## config.mk

```make
export PLATFORM = sky130hd
export DESIGN_NAME = spi_burst_ram
export DESIGN_NICKNAME = d
export VERILOG_FILES = /design/src/rtl/spi_burst_ram.sv
export SDC_FILE = /design/constraint.sdc
export NUM_CORES = 2
export LEC_CHECK = 0
export ABC_AREA = 0
export CAP_MARGIN = 10
export CORE_ASPECT_RATIO = 0.7
export CORE_MARGIN = 1
export CORE_UTILIZATION = 45
export DETAILED_ROUTE_END_ITERATION = 7
export PLACE_DENSITY = 0.63
export SLEW_MARGIN = 15
export SYNTH_ARGS = -nofsm -noshare
export SYNTH_HDL_FRONTEND = slang
export SYNTH_SLANG_ARGS = --single-unit
```

## constraint.sdc

```tcl
create_clock -name clk -period 2.6 [get_ports clk]
set_input_delay 0.52 -clock clk [delete_from_list [all_inputs] [get_ports clk]]
set_output_delay 0.52 -clock clk [all_outputs]
set_load 0.01 [all_outputs]
```

## src/rtl/spi_burst_ram.sv

```systemverilog
// ---------------------------------------------------------------------------
// spi_burst_ram
//
// Single-port word RAM driven by the 2-bit-opcode command stream coming out
// of the SPI slave. Commands carry an opcode in the top two bits and a
// DATA_WIDTH payload below it:
//   00 WR_ADDR  load the write pointer
//   01 WR_DATA  write payload to mem[wr_ptr]
//   10 RD_ADDR  load the read pointer
//   11 RD_DATA  fetch mem[rd_ptr] into the tx register
//
// Optional feature (macro SPI_RAM_AUTOINC_EN): when defined, wr_ptr
// advances after every WR_DATA and rd_ptr after every accepted RD_DATA.
// Both pointers wrap from MEM_DEPTH-1 to 0. When the macro is undefined,
// the pointers move only on WR_ADDR/RD_ADDR.
//
// Parameters:
//   MEM_DEPTH   number of words, >= 2, any value
//   DATA_WIDTH  word width
//   ADDR_WIDTH  pointer width, must be <= DATA_WIDTH
//
// Ports:
//   clk       rising-edge clock
//   rst_n     synchronous active-low reset (memory contents kept)
//   rx_valid  command strobe, one command per asserted cycle
//   rx_data   {opcode[1:0], payload[DATA_WIDTH-1:0]}
//   tx_ready  consumer takes tx_data this cycle
//   tx_valid  tx_data holds an unconsumed read word
//   tx_data   read word (changes only on an accepted RD_DATA or reset)
//   ovf_err   one-cycle pulse: an RD_DATA was dropped
// ---------------------------------------------------------------------------
module spi_burst_ram #(
    parameter int MEM_DEPTH  = 256,
    parameter int DATA_WIDTH = 8,
    parameter int ADDR_WIDTH = $clog2(MEM_DEPTH)
) (
    input  logic                  clk,
    input  logic                  rst_n,
    input  logic                  rx_valid,
    input  logic [DATA_WIDTH+1:0] rx_data,
    input  logic                  tx_ready,
    output logic                  tx_valid,
    output logic [DATA_WIDTH-1:0] tx_data,
    output logic                  ovf_err
);

    localparam logic [1:0] OP_WR_ADDR = 2'b00;
    localparam logic [1:0] OP_WR_DATA = 2'b01;
    localparam logic [1:0] OP_RD_ADDR = 2'b10;
    localparam logic [1:0] OP_RD_DATA = 2'b11;

    localparam logic [ADDR_WIDTH:0] DEPTH_EXT = (ADDR_WIDTH+1)'(MEM_DEPTH);

    logic [DATA_WIDTH-1:0] mem [MEM_DEPTH];
    logic [ADDR_WIDTH-1:0] wr_ptr;
    logic [ADDR_WIDTH-1:0] rd_ptr;

    logic [1:0]            opcode;
    logic [DATA_WIDTH-1:0] payload;
    logic                  rd_cmd;
    logic                  rd_accept;
    logic                  rd_reject;

    assign opcode  = rx_data[DATA_WIDTH+1:DATA_WIDTH];
    assign payload = rx_data[DATA_WIDTH-1:0];

    // A loaded address is below 2**ADDR_WIDTH < 2*MEM_DEPTH, so a single
    // conditional subtraction is a full modulo-MEM_DEPTH reduction.
    function automatic logic [ADDR_WIDTH-1:0] load_ptr(input logic [ADDR_WIDTH-1:0] a);
        logic [ADDR_WIDTH:0] ext;
        ext = {1'b0, a};
        if (ext >= DEPTH_EXT) begin
            ext = ext - DEPTH_EXT;
        end
        return ext[ADDR_WIDTH-1:0];
    endfunction

`ifdef SPI_RAM_AUTOINC_EN
    localparam logic [ADDR_WIDTH-1:0] LAST_ADDR = ADDR_WIDTH'(MEM_DEPTH - 1);

    function automatic logic [ADDR_WIDTH-1:0] inc_ptr(input logic [ADDR_WIDTH-1:0] p);
        return (p == LAST_ADDR) ? '0 : p + 1'b1;
    endfunction
`endif

    // Read-return handshake (valid/ready):
    //   - a word is transferred on any cycle where tx_valid and tx_ready are
    //     both high;
    //   - tx_valid, once raised, stays high and tx_data stays stable until
    //     that transfer happens;
    //   - an RD_DATA is accepted when the tx register is empty or is being
    //     drained in the same cycle; otherwise it is dropped and ovf_err
    //     pulses on the following cycle.
    assign rd_cmd    = rx_valid && (opcode == OP_RD_DATA);
    assign rd_accept = rd_cmd && (!tx_valid || tx_ready);
    assign rd_reject = rd_cmd && tx_valid && !tx_ready;

    // Storage has no reset; writes are suppressed while reset is held so
    // a command stream during reset cannot disturb retained contents.
    always_ff @(posedge clk) begin
        if (rst_n && rx_valid && (opcode == OP_WR_DATA)) begin
            mem[wr_ptr] <= payload;
        end
    end

    always_ff @(posedge clk) begin
        if (!rst_n) begin
            wr_ptr   <= '0;
            rd_ptr   <= '0;
            tx_valid <= 1'b0;
            tx_data  <= '0;
            ovf_err  <= 1'b0;
        end else begin
            ovf_err <= rd_reject;

            if (rx_valid) begin
                case (opcode)
                    OP_WR_ADDR: wr_ptr <= load_ptr(payload[ADDR_WIDTH-1:0]);
`ifdef SPI_RAM_AUTOINC_EN
                    OP_WR_DATA: wr_ptr <= inc_ptr(wr_ptr);
`endif
                    OP_RD_ADDR: rd_ptr <= load_ptr(payload[ADDR_WIDTH-1:0]);
                    default: ;
                endcase
            end

            if (rd_accept) begin
                tx_data  <= mem[rd_ptr];
                tx_valid <= 1'b1;
`ifdef SPI_RAM_AUTOINC_EN
                rd_ptr   <= inc_ptr(rd_ptr);
`endif
            end else if (tx_valid && tx_ready) begin
                tx_valid <= 1'b0;
            end
        end
    end

endmodule

```

==> out/qor.csv <==
stage,metric,value,unit
run_status,status,"complete, but fails checks",
run_status,violated checks,negative setup slack,
synthesis,Seq cells post-synth,2074,
global_routing,initial antenna violation count,4,
clocking,CTS sink cnt,2074,
floorplan,width of the chip,510.4,microns
detailed_routing,final WL,228.3,mm
place,pre-CTS setup slack,-0.5538,ns
floorplan,Top Ports,24,
sta,crit share post-route,1.092,
detailed_routing,met1 wire length,99.32,mm
detailed_routing,first-pass iteration count of the detailed router,6,
pwr,Sw Ratio,0.2070,
pwr,cell-internal power,53.28,mW
final_layout,share of cells above drive strength 1,0.3410,
sta,Tmin final,2.840,ns
floorplan,Die Ht,357.9,microns
worst_hold_path,worst hold path cell count,1,
pwr,Leakage,31.56,nW
synthesis,warning count from the yosys run,0,
sta,Final Hold Violating Endpoints,0,
final_layout,Final nets,4986,
final_layout,Area Overhead vs Synth,21.43,%
sta,worst-margin pin slew,0.8888,ns
critical_path,arrival time worst endpoint,3.59,ns
synthesis,"Seq/Total Area, Yosys",0.7618,
final_layout,most frequent cells in the layout,"edfxtp_1, buf_4, mux2i_1",
floorplan,Starting Density,0.4534,
run,Max Cap Viol,0,
detailed_routing,post-route ant nets,0,
global_routing,pin count of the biggest net entering global routing,121,
sta,setup TNS,-1.402,ns
critical_path,Crit Path Category,flop to flop,
detailed_routing,met2 wire length,96.98,mm
floorplan,row cnt,130,
detailed_routing,DR vias,45200,
synthesis,synth top area cells,"edfxtp_1, mux4_2, mux2i_1, nor2_1, mux2_2",
clocking,Worst-Skew Late Latency,0.83,ns
sta,Max Transition Viols Final,0,
critical_path,Setup crit start kind,flop,
synthesis,cell taking the most area after synthesis,edfxtp_1,
sta,unrepaired setup endpoints after global routing,true,
clocking,CTS tree,done,
floorplan,core area,0.1796,sq mm
synthesis,syn nets,4085,
pwr,Sequential Power Share,0.547,
synthesis,Cell variety after synth,79,
detailed_routing,top layer in use,met5,
pwr,Clk pwr share,0.410,
place,Buffers on Ports,23,
place,DP HPWL,150.2,mm
worst_hold_path,Tightest Hold Check Type,primary input to flop,
final_layout,final core occ,0.5505,
clocking,root buf cell,clkbuf_16,
pwr,Peak VDD IR,0.7372,mV
final_layout,"commonest non-fill, non-tap cell in the layout",edfxtp_1,
detailed_routing,DRC violation count after routing,0,
sta,Setup-failing EPs final,8,
clocking,clock buffer depth,3,
sta,clock skew,0.02673,ns
global_routing,vias in the first global route,43720,
critical_path,Worst R2R Path Depth,10,
synthesis,Syn Inst Count,4071,
final_layout,Finished Layout Cells,7497,
synthesis,Mapped Avg Cell Area,20.00,sq um
sta,FMAX,352.2,MHz
detailed_routing,post-detailed-route wirelength per cell,30.45,microns
pwr,Cell Pwr Density,679.6,mW/mm^2
global_routing,remaining global-route overflow,0,
clocking,htree depth,4,
sta,Hold WS,0.06702,ns
clocking,CTS Buf Count,182,
critical_path,Worst Setup End Kind,flop,
global_routing,first-pass GRT wire length,324.6,mm
global_routing,GRT Util Overall,0.2518,
place,cell count after placement,7101,
synthesis,post-synth top area share,0.7554,
synthesis,Synth Cell Area,0.08141,sq mm
detailed_routing,initial DRC count,6256,
synthesis,Post-synth EDFFs,2048,
sta,setup ws final,-0.2396,ns
detailed_routing,DR vias/cell,6.029,
pwr,Sw Pwr,13.91,mW
critical_path,Worst EP required,3.35,ns
floorplan,full die area,0.1827,sq mm
detailed_routing,met3 routed WL,26.95,mm
synthesis,"Async S/R FF share, synth",0,
critical_path,"critical path fanouts, max",8,
pwr,Combinational Power Share,0.043,
clocking,Clock Pin Slew Worst Setup and Hold Paths,0.07,ns
sta,Rel. slew slack,0.4075,
place,GPL Wtd Cong,0.9204,
synthesis,Main synth FF type,edfxtp_1,
-- flip-flops by register name (all words and copies together), names as in the netlist --
register,count
tx_data,8
tx_valid,1
wr_ptr,8
ovf_err,1
mem,2048
rd_ptr,8
-- worst paths after layout --
path	start	slack (ns)	end
hold reg to reg	tx_data[6]$_SDFFE_PN0P_	0.49	tx_data[6]$_SDFFE_PN0P_
setup / recovery	rd_ptr[0]$_SDFFE_PN0P_	-0.24	tx_data[7]$_SDFFE_PN0P_
setup reg to reg	rd_ptr[0]$_SDFFE_PN0P_	-0.24	tx_data[7]$_SDFFE_PN0P_
hold / removal	rx_data[7]	0.07	mem[73][7]$_DFFE_PP_
-- per-layer routing --
layer	vias up	GRT usage
met4	4	0.06097
met1	23750	0.3884
met5	-	0.003601
met2	2459	0.3529
met3	293	0.06860
li1	18690	-
-- cell type report --
| cell class | instances | area (sq um) |
|---|---|---|
| clock buffers | 224 | 4818 |
| multi-input cells | 1742 | 18450 |
| clock inverters | 108 | 1141 |
| diodes | 1 | 2.502 |
| repair buffers | 968 | 9428 |
| well taps | 2376 | 2973 |
| fillers | 13700 | 80710 |
| flip-flops and latches | 2074 | 62030 |
| inverters | 4 | 17.52 |
-- synthesized netlist by cell type, drive strengths merged (5+ instances only) --
| cell | count |
|---|---|
| a211oi | 41 |
| o211ai | 24 |
| edfxtp | 2048 |
| mux4 | 337 |
| a31o | 7 |
| dfxtp | 26 |
| nor4 | 12 |
| a2111oi | 21 |
| clkbuf | 101 |
| mux2 | 72 |
| or3 | 6 |
| nor3 | 10 |
| a21boi | 8 |
| a221oi | 38 |
| mux2i | 318 |
| a22oi | 38 |
| a22o | 9 |
| nand2 | 113 |
| nand4 | 11 |
| and2 | 13 |
| a21oi | 54 |
| nand2b | 7 |
| a31oi | 6 |
| o221ai | 65 |
| nor2 | 291 |
| o21ai | 42 |
| nor2b | 22 |
| nand3b | 5 |
| o41ai | 5 |
| o22ai | 101 |
| nand3 | 28 |
| buf | 147 |
-- repair_timing --
item                       4_1_cts  5_1_grt
pin swaps                       48        8
setup buffers                   48        6
gates resized for setup        221       30
setup endpoints to repair        8        8
hold buffers                     0        0
gates cloned                    14        0
-- logic make-up after synthesis --
| family | synth area share |
|---|---|
| muxes | 0.1437 |
| and+or+nand+nor | 0.02879 |
| DFF | 0.7618 |
| AOI/OAI and AO/OA | 0.04256 |
| buffers and inverters | 0.02318 |
-- power groups by stage --
| stage | registers [mW] | clock network [mW] | logic [mW] |
|---|---|---|---|
| final | 36.7 | 27.6 | 2.89 |
| after global routing | 36.7 | 29.1 | 2.99 |
| after CTS | 36.7 | 27.8 | 2.84 |
| after detailed placement | 37.5 | 0 | 2.61 |
| after global placement | 37.5 | 0 | 2.57 |
| after floorplan | 37.5 | 0 | 1.06 |
-- critical path, stage by stage (launching register included) --
cell	delay, ns
dfxtp_4	0.42
buf_4	0.17
buf_4	0.15
or3b_1	0.43
buf_12	0.18
buf_4	0.15
o22ai_1	0.19
nor2_1	0.14
a22oi_2	0.42
nand4_1	0.33
o211ai_1	0.17
-- metrics by stage --
stage,total power [mW],area [sq um]
3_5_place_dp,40.08,90840
3_3_place_gp,40.03,90830
6_report,67.19,98860
2_1_floorplan,38.52,81410
4_1_cts,67.41,98670
5_1_grt,68.78,98860
Note: power is estimated with default switching activity, not from simulation.
